File: src/rtl/led_sequencer.sv
`default_nettype none
// ============================================================================
//  Module   : led_sequencer
//  Purpose  : Parametrised LED pattern generator. A programmable prescaler
//             sets the step rate; one of four patterns (SHIFT, BOUNCE, FILL,
//             BLINK) is selected at run time. Per-step and per-period pulses
//             let other logic synchronise to the display.
//  Ports    : clk      - single clock, rising edge
//             reset_n  - asynchronous active-low reset
//             enable   - prescaler runs / pattern advances when high
//             load     - one-cycle strobe: latch mode/delay, restart pattern
//             mode     - 0 SHIFT, 1 BOUNCE, 2 FILL, 3 BLINK (sampled on load)
//             delay    - prescaler terminal value (sampled on load)
//             leds     - registered LED pattern
//             step     - one-cycle pulse with each tick-driven leds update
//             wrap     - pulse with step when the pattern returns to its start
//  Revision : 1.0 - initial release
// ============================================================================
module led_sequencer #(
    parameter int WIDTH         = 8,
    parameter int DELAY_W       = 25,
    parameter int DEFAULT_DELAY = 24000000
) (
    input  logic               clk,
    input  logic               reset_n,
    input  logic               enable,
    input  logic               load,
    input  logic [1:0]         mode,
    input  logic [DELAY_W-1:0] delay,
    output logic [WIDTH-1:0]   leds,
    output logic               step,
    output logic               wrap
);

    typedef enum logic [1:0] {
        MODE_SHIFT  = 2'd0,
        MODE_BOUNCE = 2'd1,
        MODE_FILL   = 2'd2,
        MODE_BLINK  = 2'd3
    } mode_e;

    localparam logic [WIDTH-1:0]   C_ONE      = {{(WIDTH-1){1'b0}}, 1'b1};
    localparam logic [WIDTH-1:0]   C_ALL_ONES = {WIDTH{1'b1}};
    localparam logic [DELAY_W-1:0] C_DEF_DLY  = DELAY_W'(DEFAULT_DELAY);

    logic [DELAY_W-1:0] cnt_q,   cnt_d;
    logic [DELAY_W-1:0] delay_q, delay_d;
    mode_e              mode_q,  mode_d;
    logic               dir_q,   dir_d;
    logic [WIDTH-1:0]   leds_q,  leds_d;
    logic               step_q,  step_d;
    logic               wrap_q,  wrap_d;

    logic               tick;
    logic [WIDTH-1:0]   adv_leds;
    logic               adv_dir;
    logic [WIDTH-1:0]   init_cur;
    logic [WIDTH-1:0]   init_new;

    function automatic logic [WIDTH-1:0] init_pattern(input mode_e m);
        return (m == MODE_BLINK) ? C_ALL_ONES : C_ONE;
    endfunction

    assign init_cur = init_pattern(mode_q);
    assign init_new = init_pattern(mode_e'(mode));
    assign tick     = enable && (cnt_q == delay_q);

    // Next pattern value should a tick occur this cycle.
    always_comb begin
        adv_leds = leds_q;
        adv_dir  = dir_q;
        case (mode_q)
            MODE_SHIFT: adv_leds = {leds_q[WIDTH-2:0], leds_q[WIDTH-1]};
            MODE_BOUNCE: begin
                // Direction flips on arrival at an end so each end bit is
                // shown exactly once per pass.
                if (!dir_q) begin
                    adv_leds = leds_q << 1;
                    if (adv_leds[WIDTH-1]) adv_dir = 1'b1;
                end else begin
                    adv_leds = leds_q >> 1;
                    if (adv_leds[0]) adv_dir = 1'b0;
                end
            end
            MODE_FILL:  adv_leds = (&leds_q) ? C_ONE : ((leds_q << 1) | C_ONE);
            MODE_BLINK: adv_leds = ~leds_q;
            default:    adv_leds = leds_q;
        endcase
    end

    always_comb begin
        cnt_d   = cnt_q;
        delay_d = delay_q;
        mode_d  = mode_q;
        dir_d   = dir_q;
        leds_d  = leds_q;
        step_d  = 1'b0;
        wrap_d  = 1'b0;
        if (load) begin
            // Load wins over a coincident tick and ignores enable.
            mode_d  = mode_e'(mode);
            delay_d = delay;
            cnt_d   = '0;
            dir_d   = 1'b0;
            leds_d  = init_new;
        end else if (enable) begin
            if (tick) begin
                cnt_d  = '0;
                leds_d = adv_leds;
                dir_d  = adv_dir;
                step_d = 1'b1;
                wrap_d = (adv_leds == init_cur);
            end else begin
                cnt_d  = cnt_q + DELAY_W'(1);
            end
        end
    end

    always_ff @(posedge clk or negedge reset_n) begin
        if (!reset_n) begin
            cnt_q   <= '0;
            delay_q <= C_DEF_DLY;
            mode_q  <= MODE_SHIFT;
            dir_q   <= 1'b0;
            leds_q  <= C_ONE;
            step_q  <= 1'b0;
            wrap_q  <= 1'b0;
        end else begin
            cnt_q   <= cnt_d;
            delay_q <= delay_d;
            mode_q  <= mode_d;
            dir_q   <= dir_d;
            leds_q  <= leds_d;
            step_q  <= step_d;
            wrap_q  <= wrap_d;
        end
    end

    assign leds = leds_q;
    assign step = step_q;
    assign wrap = wrap_q;

endmodule
`default_nettype wire
File: config.mk
export PLATFORM = sky130hd
export DESIGN_NAME = led_sequencer
export DESIGN_NICKNAME = d
export VERILOG_FILES = /design/src/rtl/led_sequencer.sv
export SDC_FILE = /design/constraint.sdc
export NUM_CORES = 1
export LEC_CHECK = 0
export ABC_AREA = 1
export BUFFER_PORTS_ARGS = -buffer_cell sky130_fd_sc_hd__buf_2
export CAP_MARGIN = 5
export CORE_ASPECT_RATIO = 1.2
export CORE_UTILIZATION = 33
export DETAILED_ROUTE_END_ITERATION = 6
export PLACE_DENSITY_LB_ADDON = 0.3
export SYNTH_ARGS = -nofsm -noshare
export SYNTH_HDL_FRONTEND = slang
export SYNTH_SLANG_ARGS = --single-unit
File: constraint.sdc
create_clock -name clk -period 4.3 [get_ports clk]
set_clock_uncertainty 0.2 [all_clocks]
set_input_delay 0.43 -clock clk [delete_from_list [all_inputs] [get_ports clk]]
set_output_delay 0.43 -clock clk [all_outputs]
set_load 0.05 [all_outputs]
==> results.md, run 1 <==
- Critical path data required time: 4290 ps
- Die area: 11,700 sq um
- Initial antenna violation count: 0
- Area growth syn-to-layout: 17.9%
- Worst EP arrival: 2140 ps
- Fmax: 466 MHz
- Post-CTS setup buffers: 0
- CP dominant cell by count: nand2_1
- Setup ws final: 2150 ps
- Root buf cell: clkbuf_16
- Total power draw: 1.71 mW
- Buf+Inv Stages, Crit Path: 2
- Sink Count: 63
- Core ar.: 11,000 sq um
- Leakage: 2.06 nW
- First-iteration detailed-routing DRC count: 196
- Hold Path Stages: 3
- IO Pins: 41
- Critical path origin: delay_q[9]$_DFFE_PN1P_
- Worst r2r path cells: 11
- Synth Register Bits: 63
- Via density: 5.00
- Area leader, netlist: dfrtp_1
- Worst hold start: delay[13]
- Max clock buf depth: 2
- CP cell instances: inv_1 -> nand2_1 -> nand2_1 -> inv_1 -> nand3_1 -> nor2_1 -> nand2_1 -> nor2_1 -> nand2_2 -> nand2_4 -> o22ai_1
- Top cell type's share of synthesized area: 0.351
- Final global-route overflow total: 0
- # DRC: 0
- Crit-path max FO: 35
- Die Ht: 118 microns
- Synth Flop Type: dfrtp_1
- Hold Crit Class: input port to register
- Synth area leaders: dfrtp_1 35%, nand2_1 18%, dfstp_2 7.8%
- Initial core utilization: 0.337
- FF-to-FF Start: delay_q[9]$_DFFE_PN1P_
- Slew headroom: 0.524
- Design Area, Final: 4370 sq um
- Die W: 98.7 microns
- Sequential fraction of the synthesis area: 0.429
- Vias in the first global route: 3,462
- DRT Pass-1 Iters: 5
- Post-Synthesis Net Count: 564
- CP Capture Type: register
- Largest net degree at the start of global routing: 49
- Final Max Tran Viols: 0
- Tot GR Track Use: 0.193
- H-tree Lvls: 3
- Status: completed
- Inserted Clock Buffers: 9
- RSZ-0062 raised after global routing: false
- WL/cell: 14.6 microns
- Slew @ Worst Pin: 714 ps
- IO Port Bufs: 40
- N_diodes: 0
- Final setup TNS: 0 ps
- Fin nets: 606
- Max-capacitance violation count: 0
- Most used cells in the layout excluding fill and tap cells: 175 x nand2_1, 75 x nor2_1, 56 x inv_1, 52 x dfrtp_1
- Antenna viol nets, final: 0
- Crit path largest cell delay: 530 ps
- Layout cell share with drive strength beyond 1: 0.143
- Post-place setup slack: 2100 ps
- Max IR drop VDD: 0.000139 V
- Placed inst area: 4020 sq um
- Period utilisation layout: 0.499
- Cells after Synth: 532
- CTS tree: yes
- Post-synth ARST share: 1.00
- First-pass GRT wire length: 17,200 microns
- Fillers: 1,160
- Post-synth EDFFs: 0
- Setup violators final: 0
- Hold slack: 90.7 ps
- GPL Wtd Cong: 0.987
- Yosys warnings: 0
- Reg clk slew, reported paths: 50 ps
- Crit Path Category: register to register
- CP max-delay cell: dfstp_2
- Worst-Skew Late Latency: 340 ps
- Routed WL: 10,400 microns
- Via count: 3,553
- Synthesized area per cell: 6.96 sq um
- Site row count: 42
- Most common cell after layout, fill and taps aside: nand2_1
- Critical path's top delay family: simple AND/OR/NAND/NOR gates
- Hold Fails Final Rpt: 0
- Distinct cell type count of the synthesized netlist: 33
- Hpwl dp: 8140 microns
- Mapped Area: 3700 sq um
- Power Dens Cells: 392 nW/um^2
- Critical path depth: 11
- Min Tclk post-route: 2150 ps
- Startpoint Class: register
what timing repair did:
| action | 4_1_cts | 5_1_grt |
|---|---|---|
| resized for setup | 0 | 0 |
| hold buffers | 1 | 0 |
| endpoints found under the hold margin | 28 | 0 |
logic make-up (layout without fill, tap and decap cells):
| family | Yosys count | count (layout) | share of synthesized area |
|---|---|---|---|
| DFF | 63 | 63 | 0.429 |
| adders and majority gates | 1 | 1 | 0.00338 |
| buffers and inverters | 73 | 120 | 0.0804 |
| and+or+nand+nor | 317 | 317 | 0.357 |
| AOI/OAI and AO/OA | 60 | 60 | 0.0854 |
| xor gates and xnor gates | 18 | 18 | 0.0446 |
final cells by class:
type	instances	area (sq um)	area share
clock inverter	4	76.3	0.0175
sequential	63	1590	0.364
multi-input combinational	396	1820	0.416
clock buffer	12	267	0.0610
tap	132	165	0.0378
inverter	61	229	0.0524
timing repair buffer	43	225	0.0515
tightest hold or removal path, stage by stage:
cell and delay, ps:
buf_2 90, nand2_1 50, nand2_1 50
report_power, final:
part	switching, mW	internal (mW)	total (mW)
Sequential	0.0325	0.633	0.666
Combinational	0.155	0.0685	0.223
Clock	0.269	0.555	0.824
Total	0.457	1.26	1.71
registers in the layout (all words and copies together) (netlist names):
register,count
cnt_q,25
delay_q,25
leds,8
mode_q,2
dir_q,1
step,1
wrap,1
layer usage:
metal | global-route usage | up-vias | part of all wire
met5 | 0 | - | 0
met4 | 0.128 | 0 | 0.042
met3 | 0.0309 | 27 | 0.044
met2 | 0.329 | 105 | 0.51
met1 | 0.223 | 1658 | 0.41
li1 | - | 1763 | -
metrics by stage:
step,std cells,util
2_1_floorplan,532,-
3_3_place_gp,694,0.366
3_5_place_dp,694,0.366
4_1_cts,711,0.398
5_1_grt,711,0.398
6_report,711,0.398
cells in the mapped netlist (2+ instances only):
library cell  number
o21ai_0           40
inv_1             56
nand2_2            3
clkbuf_1           7
inv_2              4
dfstp_2           11
nand2_1          175
nand3_1           28
nor3_1            15
nand4_1           13
nor3_2             2
xnor2_1            2
a22oi_1            2
nor2_1            75
a21oi_1           10
o22ai_1            3
xor2_1            15
o211ai_1           2
buf_6              2
dfrtp_1           52
buf_4              2
o21ai_1            2
worst paths after layout:
| check | end | slack (ps) |
|---|---|---|
| worst max-delay path | cnt_q[7]$_DFFE_PN0P_ | 2150 |
| worst min-delay path | delay_q[13]$_DFFE_PN1P_ | 90 |
| worst max register to register | cnt_q[7]$_DFFE_PN0P_ | 2150 |
| worst min register to register | delay_q[24]$_DFFE_PN1P_ | 280 |
| max in group asynchronous | delay_q[13]$_DFFE_PN1P_ | 2490 |
| min in group asynchronous | cnt_q[3]$_DFFE_PN0P_ | 480 |
Note: power is estimated with default switching activity, not from simulation.
==> run 2, diff against run 1 <==
--- a/config.mk
+++ b/config.mk
@@ -5,7 +5,7 @@
 export SDC_FILE = /design/constraint.sdc
 export NUM_CORES = 1
 export LEC_CHECK = 0
-export ABC_AREA = 1
+export ABC_AREA = 0
 export BUFFER_PORTS_ARGS = -buffer_cell sky130_fd_sc_hd__buf_2
 export CAP_MARGIN = 5
 export CORE_ASPECT_RATIO = 1.2
==> constraint.sdc (replaced) <==
create_clock -name clk -period 1.8 [get_ports clk]
set_clock_uncertainty 0.2 [all_clocks]
set_input_delay 0.18 -clock clk [delete_from_list [all_inputs] [get_ports clk]]
set_output_delay 0.18 -clock clk [all_outputs]
set_load 0.05 [all_outputs]
==> results.md, run 2 <==
- Initial antenna violation count: 0 (unchanged)
- Commonest cells in the synthesized netlist: 52 x dfrtp_1, 29 x nor2_1, 26 x mux2_2, 23 x xnor2_1, 22 x xor2_1
- Power Dens Cells: 728 nW/um^2 (+86%)
- Post-synth ARST share: 1.00 (unchanged)
- Yosys warnings: 0 (unchanged)
- Worst r2r path cells: 6 (-5)
- FF-to-FF Start: leds[1]$_DFFE_PN0P_
- Final Max Tran Viols: 0 (unchanged)
- M1 GR Usage: 0.213 (-0.0101)
- Distinct cell type count of the synthesized netlist: 50 (+52%)
- Worst hold start: enable
- CTS tree: yes
- Largest net degree at the start of global routing: 64 (+31%)
- WL/cell: 14.9 microns (+2.4%)
- Max IR drop VDD: 0.000605 V (+340%)
- Sink Count: 63 (unchanged)
- FF-to-FF setup slack: -480 ps (-2630 ps)
- Synth Register Bits: 63 (unchanged)
- Top cell type's share of synthesized area: 0.392 (+0.0403)
- DRT Pass-1 Iters: 4 (-1)
- Setup ws final: -477 ps (-2630 ps)
- Root buf cell: clkbuf_16
- Hpwl dp: 5490 microns (-33%)
- Slew headroom: 0.557 (+0.0334)
- Synth Flop Type: dfrtp_1
- Fmax: 439 MHz (-5.8%)
- Hold Crit Class: input port to register
- Layout cell share with drive strength beyond 1: 0.539 (+0.396)
- Final setup TNS: -11,000 ps (-11,000 ps)
- Met2 Use GR: 0.296 (-0.0332)
- Fin nets: 483 (-20%)
- Area of the multi-input gates: 2000 sq um (+10%)
- First-iteration detailed-routing DRC count: 94 (-52%)
- Mapped Area: 3320 sq um (-10%)
- Reg clk slew, reported paths: 60 ps (about the same)
- CP Capture Type: register
- Slew @ Worst Pin: 663 ps (-50.9 ps)
- IO Port Bufs: 40 (unchanged)
- Synth area leaders: dfrtp_1 39%, mux2_2 8.8%, dfstp_2 8.7%
- Vias in the first global route: 2,911 (-16%)
- Die area: 10,500 sq um (-10%)
- Worst-Skew Late Latency: 330 ps (about the same)
- Routed WL: 8650 microns (-17%)
- Core ar.: 9660 sq um (-12%)
- GPL Wtd Cong: 0.841 (-15%)
- Area growth syn-to-layout: 57.9%
- Worst EP arrival: 2300 ps (+160 ps)
- Crit-path max FO: 7 (-80%)
- Via density: 4.89 (-2.2%)
- Most used routing layer in global routing: met2
- Tot GR Track Use: 0.173 (-0.0204)
- Crit Path Category: register to register
- Period utilisation layout: 1.27 (+0.766)
- Hold Path Stages: 3 (unchanged)
- Leakage: 2.28 nW (+10%)
- Cells after Synth: 304 (-43%)
- Area leader, netlist: dfrtp_1
- Die Ht: 112 microns (-5.2%)
- Register Area: 1600 sq um (+0.55%)
- Max clock buf depth: 2 (unchanged)
- Status: finished, violations left
- Antenna viol nets, final: 0 (unchanged)
- Most frequent cell after synthesis: dfrtp_1
- Most used cells in the layout excluding fill and tap cells: 62 x buf_4, 45 x dfrtp_1, 40 x buf_2, 29 x dlygate4sd3_1, 26 x mux2_2
- First-pass GRT wire length: 13,900 microns (-19%)
- Via count: 2,829 (-20%)
- Initial core utilization: 0.344 (+0.00663)
- Max-capacitance violation count: 0 (unchanged)
- Failing checks: setup timing
- Post-synth EDFFs: 0 (unchanged)
- Sequential fraction of the synthesis area: 0.479 (+0.0493)
- Min Tclk post-route: 2280 ps (+132 ps)
- # DRC: 0 (unchanged)
- Startpoint Class: register
- Die W: 93.6 microns (-5.2%)
- Post-place setup slack: -496 ps (-2600 ps)
- Worst reg2reg path endpoint: wrap$_DFF_PN0_
- Synthesized area per cell: 10.9 sq um (+57%)
- Worst Hold End: cnt_q[0]$_DFFE_PN0P_
- Most common cell after layout, fill and taps aside: buf_4
- Final global-route overflow total: 0 (unchanged)
- IO Pins: 41 (unchanged)
- N_diodes: 0 (unchanged)
- RSZ-0062 raised after global routing: true
- Setup violators final: 36 (+36)
- Site row count: 39 (-7.1%)
- Post-Synthesis Net Count: 336 (-40%)
- Fillers: 847 (-27%)
- Hold Fails Final Rpt: 0 (unchanged)
- Critical path data required time: 1830 ps (-2460 ps)
- Inserted Clock Buffers: 9 (unchanged)
- H-tree Lvls: 3 (unchanged)
- Met3 Resource Use GR: 0.0430 (+0.0122)
## run 2: changes by cell type in the layout (fill, tap and decap cells not counted), moves of 8 or more
cell | previous run | this run
nor2_4 | 1 | 15
buf_4 | 2 | 62
dlygate4sd3_1 | 1 | 29
buf_6 | 0 | 8
nor3_1 | 15 | 0
mux2i_1 | 0 | 9
nor2_1 | 75 | 9
nand2_1 | 175 | 16
mux2_2 | 0 | 26
a21oi_1 | 10 | 2
xnor2_1 | 2 | 18
o21ai_0 | 40 | 3
nand3_1 | 28 | 8
inv_1 | 56 | 9
## run 2: worst max path at each step
stage / start / endpoint / slack (ps) / cells past startpoint
after floorplan: leds[0]$_DFFE_PN1P_ / wrap$_DFF_PN0_ / -580 / 6
after global placement: leds[7]$_DFFE_PN0P_ / wrap$_DFF_PN0_ / -460 / 6
after detailed placement: leds[7]$_DFFE_PN0P_ / wrap$_DFF_PN0_ / -500 / 6
after CTS: leds[1]$_DFFE_PN0P_ / wrap$_DFF_PN0_ / -470 / 6
after global routing: mode_q[1]$_DFFE_PN0P_ / wrap$_DFF_PN0_ / -530 / 6
final: leds[1]$_DFFE_PN0P_ / wrap$_DFF_PN0_ / -480 / 6
## run 2: layout make-up
class / count / area share
well taps: 123 / 0.0293
repair buffers: 146 / 0.224
clock inverters: 5 / 0.00620
multi-input cells: 222 / 0.381
inverters: 9 / 0.00644
flip-flops and latches: 63 / 0.305
clock buffers: 11 / 0.0482
## run 2: layer usage
| layer | share of wire | up-vias |
|---|---|---|
| met3 | 0.032 | 12 |
| met1 | 0.42 | 1398 |
| met4 | 0.017 | 0 |
| li1 | - | 1365 |
| met5 | 0 | - |
| met2 | 0.53 | 54 |
## run 2: timing repair
item	4_1_cts	5_1_grt
setup endpoints to repair	36	36
endpoints found under the hold margin	91	0
cloned	2	2
hold buffers	29	0
pin swaps	26	28
buffers inserted	5	9
resized for setup	32	55
## run 2: power breakdown
part           switching, mW  internal [mW]
Combinational          0.312          0.309
Clock                  0.621           1.00
Sequential            0.0642           1.51
Total                  0.997           2.82
## run 2: worst max-delay path, cell delays in order (launching register included)
cell and delay, ps:
dfrtp_2 400, and4_4 190, a21oi_4 240, a211o_4 200
o211ai_1 90, or4b_4 510, a2111oi_4 340
## run 2: kinds of logic after synthesis
kind of cell | synth area share
and+or+nand+nor | 0.161
DFF | 0.479
xor gates and xnor gates | 0.119
AOI/OAI and AO/OA | 0.0851
muxes | 0.118
buffers and inverters | 0.0346
adders and majority gates | 0.00376
## run 2: metrics by stage
| step | cell area, sq um | hold WS [ps] | utilization | power [mW] | std cells |
|---|---|---|---|---|---|
| 6_report | 5250 | 46.3 | 0.543 | 3.82 | 579 |
| 5_1_grt | 5250 | 57.9 | 0.543 | 4.00 | 579 |
| 4_1_cts | 4970 | 26.5 | 0.514 | 3.82 | 571 |
| 3_5_place_dp | 4180 | 22.5 | 0.433 | 2.12 | 519 |
| 3_3_place_gp | 4180 | 15.8 | 0.433 | 2.11 | 519 |
| 2_1_floorplan | 3410 | -316 | - | 1.90 | 304 |
